--- config.mk ---
export PLATFORM = sky130hd
export DESIGN_NAME = branch_predictor
export DESIGN_NICKNAME = d
export VERILOG_FILES = /design/src/rtl/branch_predictor.sv
export SDC_FILE = /design/constraint.sdc
export NUM_CORES = 2
export LEC_CHECK = 0
export CORE_UTILIZATION = 31
export CTS_CLUSTER_SIZE = 12
export DETAILED_ROUTE_END_ITERATION = 16
export PLACE_DENSITY = 0.56
export SLEW_MARGIN = 15
export SYNTH_ARGS = -nofsm -noshare
export SYNTH_HDL_FRONTEND = slang
export SYNTH_SLANG_ARGS = --single-unit
--- constraint.sdc ---
create_clock -name clk -period 7.42 [get_ports clk]
set_clock_uncertainty 0.05 [all_clocks]
set_input_delay 1.484 -clock clk [delete_from_list [all_inputs] [get_ports clk]]
set_output_delay 1.484 -clock clk [all_outputs]
set_load 0.005 [all_outputs]
--- src/rtl/branch_predictor.sv ---
// rtl/branch_predictor.sv - next-PC select and direct-mapped BTB with 2-bit counters
module branch_predictor #(
    parameter int ENTRIES    = 16,
    parameter int INDEX_BITS = 4
) (
    input  logic        clk,
    input  logic        rst,
    input  logic [31:0] fetch_pc,
    input  logic        ex_valid,
    input  logic [31:0] ex_pc,
    input  logic        ex_taken,
    input  logic [31:0] ex_target,
    input  logic        ex_pred_taken,
    input  logic [31:0] ex_pred_target,
    output logic [2:0]  pc_sel,
    output logic [31:0] predicted_target,
    output logic [31:0] corr_pc4,
    output logic        pred_taken,
    output logic        flush,
    output logic [31:0] mispredict_count
);
    localparam int TAG_BITS = 30 - INDEX_BITS;

    localparam logic [2:0] PCMUX_CURR_PC4 = 3'd0;
    localparam logic [2:0] PCMUX_BRANCH   = 3'd1;
    localparam logic [2:0] PCMUX_CORR_PC4 = 3'd2;
    localparam logic [2:0] PCMUX_PRED_TGT = 3'd3;

    logic                valid_q  [ENTRIES];
    logic [TAG_BITS-1:0] tag_q    [ENTRIES];
    logic [31:0]         target_q [ENTRIES];
    logic [1:0]          ctr_q    [ENTRIES];

    logic [INDEX_BITS-1:0] f_idx, e_idx;
    logic [TAG_BITS-1:0]   f_tag, e_tag;
    logic                  f_hit, e_hit, mis_nt, mis_tk;

    assign f_idx = fetch_pc[INDEX_BITS+1:2];
    assign f_tag = fetch_pc[31:INDEX_BITS+2];
    assign e_idx = ex_pc[INDEX_BITS+1:2];
    assign e_tag = ex_pc[31:INDEX_BITS+2];

    assign f_hit = valid_q[f_idx] && (tag_q[f_idx] == f_tag);
    assign e_hit = valid_q[e_idx] && (tag_q[e_idx] == e_tag);

    assign mis_nt = ex_valid && ex_pred_taken && !ex_taken;
    assign mis_tk = ex_valid && ex_taken && (!ex_pred_taken || (ex_pred_target != ex_target));

    assign corr_pc4 = ex_pc + 32'd4;

    always_comb begin
        pc_sel           = PCMUX_CURR_PC4;
        flush            = 1'b0;
        pred_taken       = 1'b0;
        predicted_target = 32'd0;
        if (!rst) begin
            flush            = mis_tk || mis_nt;
            // a fetch squashed by a redirect must not carry a taken prediction
            pred_taken       = f_hit && ctr_q[f_idx][1] && !flush;
            predicted_target = f_hit ? target_q[f_idx] : 32'd0;
            if (mis_tk)
                pc_sel = PCMUX_BRANCH;
            else if (mis_nt)
                pc_sel = PCMUX_CORR_PC4;
            else if (pred_taken)
                pc_sel = PCMUX_PRED_TGT;
        end
    end

    always_ff @(posedge clk) begin
        if (rst) begin
            for (int i = 0; i < ENTRIES; i++) begin
                valid_q[i]  <= 1'b0;
                tag_q[i]    <= '0;
                target_q[i] <= 32'd0;
                ctr_q[i]    <= 2'b01;
            end
        end else if (ex_valid) begin
            if (e_hit) begin
                if (ex_taken) begin
                    if (ctr_q[e_idx] != 2'b11)
                        ctr_q[e_idx] <= ctr_q[e_idx] + 2'd1;
                    target_q[e_idx] <= ex_target;
                end else if (ctr_q[e_idx] != 2'b00) begin
                    ctr_q[e_idx] <= ctr_q[e_idx] - 2'd1;
                end
            end else if (ex_taken) begin
                valid_q[e_idx]  <= 1'b1;
                tag_q[e_idx]    <= e_tag;
                target_q[e_idx] <= ex_target;
                ctr_q[e_idx]    <= 2'b10;
            end
        end
    end

    always_ff @(posedge clk) begin
        if (rst)
            mispredict_count <= 32'd0;
        else if (flush && (mispredict_count != 32'hFFFF_FFFF))
            mispredict_count <= mispredict_count + 32'd1;
    end
endmodule

### Yosys cells after proc, flatten, opt, wreduce, memory -nomap -nowiden

Memories as Yosys holds them, arrays and structs flattened.
Index checks and enable logic that the tools add are counted.

* add/sub/neg operators: 4
* multiply operators: 0
* div/mod/pow operators: 0
* magnitude comparators: 0
* eq/ne operators: 5
* shift operators: 0
* mux-type cells: 46
* bitwise logic cells: 3
* reduce and logical (&&, ||, !) cells: 19

Operators with widths (number)
* 32-bit 2-to-1 mux: 4
* 26-bit == test: 2
* 32-bit by 1-bit adder with 32-bit output (second input constant): 1
* 32-bit by 3-bit adder with 32-bit output (second input constant): 1
* 32-bit inequality test: 1
* 32-bit inequality test (second input constant): 1
* 32-bit OR reduction: 1
* 1-bit 2-to-1 mux: 30
* 26-bit 2-to-1 mux: 1
* 26-bit OR reduction: 1
* 4-bit 2-to-1 mux: 4
* 2-bit 2-to-1 mux: 7
* 1-bit logical AND: 9
* 1-bit zero test: 3
* 1-bit bitwise OR: 3
* 2-bit by 1-bit adder with 2-bit output (second input constant): 1
* 1-bit logical OR: 2
* 2-bit inequality test (second input constant): 1
* 2-bit nonzero test: 1
* 2-bit OR reduction: 1
* 2-bit by 1-bit subtractor with 2-bit output (second input constant): 1
* 1-bit OR reduction: 1

* register bits: 32
* latch bits: 0
* RAM bits: 976
* bits in read-only memories: 0
* input bits: 133
* output and inout port bits: 101
* memories kept: 4

Memory list
* target_q: depth 16, bits a word 32, rd ports 1, clocked after Yosys merged registers in 0, write ports 16, RTL line 31 `logic [31:0] target_q [ENTRIES];`
* tag_q: depth 16, bits a word 26, rd ports 2, clocked after Yosys merged registers in 0, write ports 16, RTL line 30 `logic [TAG_BITS-1:0] tag_q [ENTRIES];`
* ctr_q: depth 16, bits a word 2, rd ports 2, clocked after Yosys merged registers in 0, write ports 16, RTL line 32 `logic [1:0] ctr_q [ENTRIES];`
* valid_q: depth 16, bits a word 1, rd ports 2, clocked after Yosys merged registers in 0, write ports 16, RTL line 29 `logic valid_q [ENTRIES];`

### Logic depth before layout (Yosys ltp)

An unclocked memory read counts as a cell.

* depth in word-level cells: 12
* gate-level depth with buffers: 16

### Least setup slack after synthesis

OpenSTA, ideal clock, no wires.

* path kind: input -> output
* from: input port fetch_pc[2]
* to: output port pc_sel[0]
* data arrival time: 4806 ps
* path slack: 1080 ps
* stages on the path: 11
* path buffers: 3
* path through: clkbuf_1 > buf_2 > buf_1 > mux4_2 > mux4_2 > xnor2_1 > nand4_1 > nor3_1 > nand2_1 > or3b_2 > nand2_1

* cells in the longest elaborated chain, start to end: 9
* elaborated cells on any way between the ends: 11
* classes of those cells: 1 x eq/ne; 4 x mux; 3 x reduce/logical; 3 x memory

RTL lines
* from (decl): RTL line 8 `input logic [31:0] fetch_pc,`
* memory 16 x 26 bit
* 26-bit == test: RTL line 43 `assign f_hit = valid_q[f_idx] && (tag_q[f_idx] == f_tag);`
* 1-bit logical AND: RTL line 43
* 1-bit logical AND (*) (2 in a row): RTL line 59 `pred_taken = f_hit && ctr_q[f_idx][1] && !flush;`
* 2-bit 2-to-1 mux (*): RTL line 65 `else if (pred_taken)`
* 2-bit 2-to-1 mux (*): RTL line 63 `else if (mis_nt)`
* 2-bit 2-to-1 mux (*): RTL line 61 `if (mis_tk)`
* 2-bit 2-to-1 mux (*): RTL line 56 `if (!rst) begin`
* to (decl): RTL line 15 `output logic [2:0] pc_sel,`

Mark *: on every way between the ends. The rest lies on a longest branch, timed or not.

### Worst setup path after layout

* from: input port fetch_pc[2]
* to: output port predicted_target[31]

* cells in the longest elaborated chain, start to end: 5
* elaborated cells on any way between the ends: 7
* classes of those cells: 1 x eq/ne; 2 x mux; 1 x reduce/logical; 3 x memory

RTL lines
* memory 16 x 26 bit
* 26-bit == test: RTL line 43
* 1-bit logical AND: RTL line 43
* 32-bit 2-to-1 mux (*): RTL line 60 `predicted_target = f_hit ? target_q[f_idx] : 32'd0;`
* 32-bit 2-to-1 mux (*): RTL line 56
* to (decl): RTL line 16 `output logic [31:0] predicted_target,`

Marks and branches as above.

==> results.md <==
- From synthesis to final layout, the design area changed by 17.6%.
- The count of nets left with antenna violations once routing finished came out at 0.
- Measured against its own limit, the worst slew margin works out to 0.174.
- The path type of the worst min-delay path is flop to flop.
- The endpoint class of the critical path is a primary output.
- The final wirelength is 176 mm.
- Summed over all cells, the static leakage comes to 0.0219 µW.
- The signal on the critical path passes through buf_12 > buf_4 > mux4_2 > mux4_2 > xor2_1 > nor4_2 > buf_4 > nand2_1 > nor3_2 > buf_4 > buf_4 > and3_1 > clkdlybuf4s50_1.
- The total setup violations reported at the end of the flow is 0.
- The synthesized netlist occupies a cell area of 0.0513 mm².
- The critical path required time is 5.89 ns.
- Buffers placed on the I/O ports in this run total 226.
- Entering global routing, the biggest net connects 142 pins.
- The startpoint identified for the worst hold timing path is valid_q[13]$_DFF_P_.
- The total number of yosys warnings is 0.
- The share of total power dissipated in sequential elements is 0.485.
- Across all register-to-register paths, the minimum setup slack is 2.85 ns.
- The number of H-tree levels is 3.
- The floorplan has 148 rows.
- The critical path contains buffers and inverters numbering 6 combined.
- Max-cap violations in this run came to 0.
- The endpoint of the worst-slack reg-to-reg timing path is ctr_q[9][0]$_SDFFCE_PN1P_.
- Setup repair after global routing left no endpoint under its margin.
- In this run, distinct cell masters in the synthesized netlist total 72.
- Power spread over the standard cell area amounts to 226 mW/mm².
- The share of flip-flops with an asynchronous set or reset after synthesis is 0.
- The die area is 0.167 mm².
- The number of enable-type register cells in the synthesized netlist is 960.
- For this run, the leading register cell type out of synthesis is sky130_fd_sc_hd__edfxtp_1.
- The sum of internal, switching and leakage power is 13700 µW.
- The number of cells on the worst reg-to-reg path is 9.
- The first-pass GRT wire length is 248 mm.
- The later pin in the worst-skew pair is clocked with a latency of 0.77 ns.
- The routed via count divided by cell count is 5.55.
- In this run the critical register-to-register path is launched from tag_q[5][24]$_SDFFCE_PN0P_.
- The worst setup slack before clock tree synthesis is -0.139 ns.
- The destination of the worst hold path is valid_q[13]$_DFF_P_.
- The sequential-to-total area share from yosys stat is 0.580.
- The final count of pins violating max slew is 0.
- By instance count, the cell type seen most on the critical path is sky130_fd_sc_hd__buf_4.
- The share of total power dissipated in the clock network is 0.405.
- The fraction of layout cells with a size suffix above 1 is 0.217.
- The synthesized design contains 1008 register bits.
- The die boundary height is 409 µm.
- The net load switching power is 3410 µW.
- After detailed routing, the number of remaining DRC violations is 0.
- The length of the first detailed-routing pass in iterations is 8.
- Subtracting the final worst setup slack from the clock period gives 7.24 ns.
- The actual slew at the worst max-slew pin is 1.24 ns.
- The detailed-route wire length per cell is 29.9 µm.
- The share of the clock period used by the worst path after layout is 0.976.
- Counting instances, the worst hold path has a depth of 1.
- The highest net fanout along the worst path is 32.
- The detailed placer's ending HPWL is 105 mm.
- The count of final hold-check violations came to 0.
- The most critical setup path has its startpoint at fetch_pc[2].
- TritonCTS built the clock tree.
- In the global route stage, overall resource usage came out at 0.207.
- In this run, the number of DRC markers left after iteration 0 of detailed routing was 4368.
- Synthesis produced 3492 cells.
- The clock passes through at most 3 buffers.
- The power share of the combinational group is 0.110.
- The internal portion of the total power is 10300 µW.
- The routed layout has 32789 vias.
- The top-level port count is 234.
- Clock tree synthesis inserted a total of 112 buffers.
- Counting every sink on the clock net gives 1008.
- The count of instances resized after the clock tree is built is 1.
- The highest clock rate is 138 MHz.
- The mean post-synth cell area is 14.7 µm².
- The tree is rooted in a sky130_fd_sc_hd__clkbuf_16.
- The floorplan step defined a core boundary enclosing 0.164 mm².
- On the critical path the largest part of the delay comes from buffers and inverters.
- The critical path's slowest cell is sky130_fd_sc_hd__clkdlybuf4s50_1.
- The number of global-route vias before repair came to 32370.
- Routability-driven placement finished with a final weighted congestion of 0.944.
- The net count of the mapped netlist is 3630.
- The switching power share of the total is 0.250.
- Data arrives at the worst endpoint at 5.71 ns.
- The number of antenna violations at the first check in global routing is 17.
- The run finished with clean final reports.
- The start-to-end type of the worst setup path is input port to primary output.
- For this configuration, the core starts out at a cell density of 0.314.
- The register clock-pin slew on the reported worst setup and hold paths is 0.06 ns.
- The largest single stage delay on the critical path is 0.56 ns.
- The number of buffers inserted for hold repair after clock tree synthesis is 0.
- The element type at the critical path start is an input port.
- The overflow left after global routing is 0.
- The worst voltage drop across the vdd grid is 181 µV.
- The floorplan die width is 409 µm.
- The final worst-path setup slack is 0.176 ns.
- Post-CTS timing repair inserted 0 buffers for setup.
- The final layout contains 3777 nets.
-- cell usage in the layout (no fill, tap or decap), types with 10 or more instances in the layout --
master / instances
sky130_fd_sc_hd__nor2_1: 47
sky130_fd_sc_hd__inv_1: 30
sky130_fd_sc_hd__o21ai_1: 16
sky130_fd_sc_hd__xor2_1: 47
sky130_fd_sc_hd__clkbuf_1: 25
sky130_fd_sc_hd__mux4_2: 389
sky130_fd_sc_hd__and2_1: 520
sky130_fd_sc_hd__and3_1: 467
sky130_fd_sc_hd__xnor2_1: 87
sky130_fd_sc_hd__clkinv_1: 27
sky130_fd_sc_hd__a22oi_1: 20
sky130_fd_sc_hd__dfxtp_1: 48
sky130_fd_sc_hd__nor3_1: 39
sky130_fd_sc_hd__clkbuf_16: 114
sky130_fd_sc_hd__a22o_1: 10
sky130_fd_sc_hd__buf_4: 154
sky130_fd_sc_hd__o21ai_4: 16
sky130_fd_sc_hd__or2_2: 17
sky130_fd_sc_hd__edfxtp_1: 960
sky130_fd_sc_hd__nand2_1: 67
sky130_fd_sc_hd__nand3_1: 31
sky130_fd_sc_hd__nor2_4: 16
sky130_fd_sc_hd__mux2i_1: 75
sky130_fd_sc_hd__clkdlybuf4s50_1: 218
sky130_fd_sc_hd__a21o_1: 16
sky130_fd_sc_hd__nor4_1: 12
sky130_fd_sc_hd__o21ai_0: 19
sky130_fd_sc_hd__buf_12: 29
sky130_fd_sc_hd__clkinv_2: 20
sky130_fd_sc_hd__a21oi_1: 19
sky130_fd_sc_hd__nand4_1: 28
sky130_fd_sc_hd__nor3b_1: 16
-- worst reg2reg max path: cells and delay by family (launching register included) --
kind            cells  cell delay (ns)
simple gates        4             1.80
flops               1             0.39
compound gates      3             1.13
mux                 2             0.91
-- worst max path at each step --
stage / end / slack, ns / cells after the start
floorplan: pc_sel[0] / 1.08 / 11
global placement: pc_sel[0] / -0.17 / 14
detailed placement: pc_sel[1] / -0.14 / 14
CTS: pc_sel[1] / 0.02 / 14
global route: pc_sel[1] / 0.06 / 14
finish: predicted_target[31] / 0.18 / 13
-- registers in the layout, indices dropped and copies added, names as in the netlist --
signal,flops
target_q,512
tag_q,416
ctr_q,32
mispredict_count,32
valid_q,16
-- cell usage after synthesis, types with 4 or more instances --
cell	n	area, µm²
sky130_fd_sc_hd__a21oi_1	19	95.1
sky130_fd_sc_hd__inv_1	30	113
sky130_fd_sc_hd__or3_1	8	50.1
sky130_fd_sc_hd__xnor2_1	87	762
sky130_fd_sc_hd__a211oi_1	6	45.0
sky130_fd_sc_hd__a31oi_1	4	25.0
sky130_fd_sc_hd__a22o_1	10	87.6
sky130_fd_sc_hd__mux4_2	389	8760
sky130_fd_sc_hd__clkbuf_1	268	1010
sky130_fd_sc_hd__mux2_2	9	101
sky130_fd_sc_hd__dfxtp_1	48	961
sky130_fd_sc_hd__nor3_1	41	205
sky130_fd_sc_hd__and4_1	4	35.0
sky130_fd_sc_hd__nand2_1	68	255
sky130_fd_sc_hd__xor2_1	47	412
sky130_fd_sc_hd__nor4_1	14	87.6
sky130_fd_sc_hd__mux2i_1	75	751
sky130_fd_sc_hd__nor2b_1	8	50.1
sky130_fd_sc_hd__o22ai_1	5	31.3
sky130_fd_sc_hd__or2_1	10	62.6
sky130_fd_sc_hd__or2_2	7	43.8
sky130_fd_sc_hd__and2_1	520	3250
sky130_fd_sc_hd__buf_6	15	169
sky130_fd_sc_hd__a22oi_1	20	150
sky130_fd_sc_hd__nand4_1	28	175
sky130_fd_sc_hd__a21o_1	16	120
sky130_fd_sc_hd__buf_2	47	235
sky130_fd_sc_hd__a221oi_1	6	52.6
sky130_fd_sc_hd__o21ai_1	16	80.1
sky130_fd_sc_hd__edfxtp_1	960	28800
sky130_fd_sc_hd__ha_1	5	62.6
sky130_fd_sc_hd__buf_1	31	116
sky130_fd_sc_hd__nor2_1	63	236
sky130_fd_sc_hd__nor3b_1	16	120
sky130_fd_sc_hd__buf_4	7	52.6
sky130_fd_sc_hd__nand3_1	31	155
sky130_fd_sc_hd__and3_1	467	2920
sky130_fd_sc_hd__o21ai_0	35	175
-- metrics by stage --
stage          instance area, µm²  TNS (ns)  instances  utilization  hold slack, ns
6_report                    60400         0       5910        0.369           0.426
5_1_grt                     60400         0       5908        0.369           0.450
4_1_cts                     60300         0       5907        0.369           0.427
3_5_place_dp                56700    -0.578       5700        0.347           0.413
3_3_place_gp                56700    -0.700       5700        0.347           0.403
2_1_floorplan               51300         0       3492            -           0.392
-- area by class of cell --
cell class	count	area, µm²
multi-input combinational	2077	20100
antenna	3	7.51
clock inverter	65	637
tap	2175	2720
inverter	34	128
clock buffer	142	2980
sequential	1008	29800
timing repair buffer	406	3970
fill	15302	103000
-- power groups by stage --
stage	combinational, µW	clock (µW)	sequential [µW]
final	1500	5540	6620
after global routing	1560	5800	6650
after CTS	1500	5600	6620
after detailed placement	1500	0	6740
after global placement	1500	0	6720
after floorplan	847	0	6700
-- per-layer routing --
| metal | part of all wire | vias to the layer above | track usage |
|---|---|---|---|
| li1 | - | 13691 | - |
| met1 | 0.42 | 17260 | 0.288 |
| met2 | 0.47 | 1588 | 0.328 |
| met3 | 0.087 | 238 | 0.0393 |
| met4 | 0.025 | 12 | 0.0562 |
| met5 | 0.00040 | - | 0 |
-- cell families (layout without fill, tap and decap cells) --
| kind of cell | Yosys count | after routing | synth area share |
|---|---|---|---|
| buffers and inverters | 407 | 647 | 0.0341 |
| flip-flops | 1008 | 1008 | 0.580 |
| multiplexers | 475 | 475 | 0.188 |
| other | 1 | 4 | 0.0000731 |
| AND/OR/NAND/NOR | 1295 | 1295 | 0.151 |
| AO/OA/AOI/OAI | 167 | 167 | 0.0225 |
| XOR/XNOR | 134 | 134 | 0.0229 |
| adder cells (fa/ha/maj) | 5 | 5 | 0.00122 |
Power figures use the tool's default switching activity.
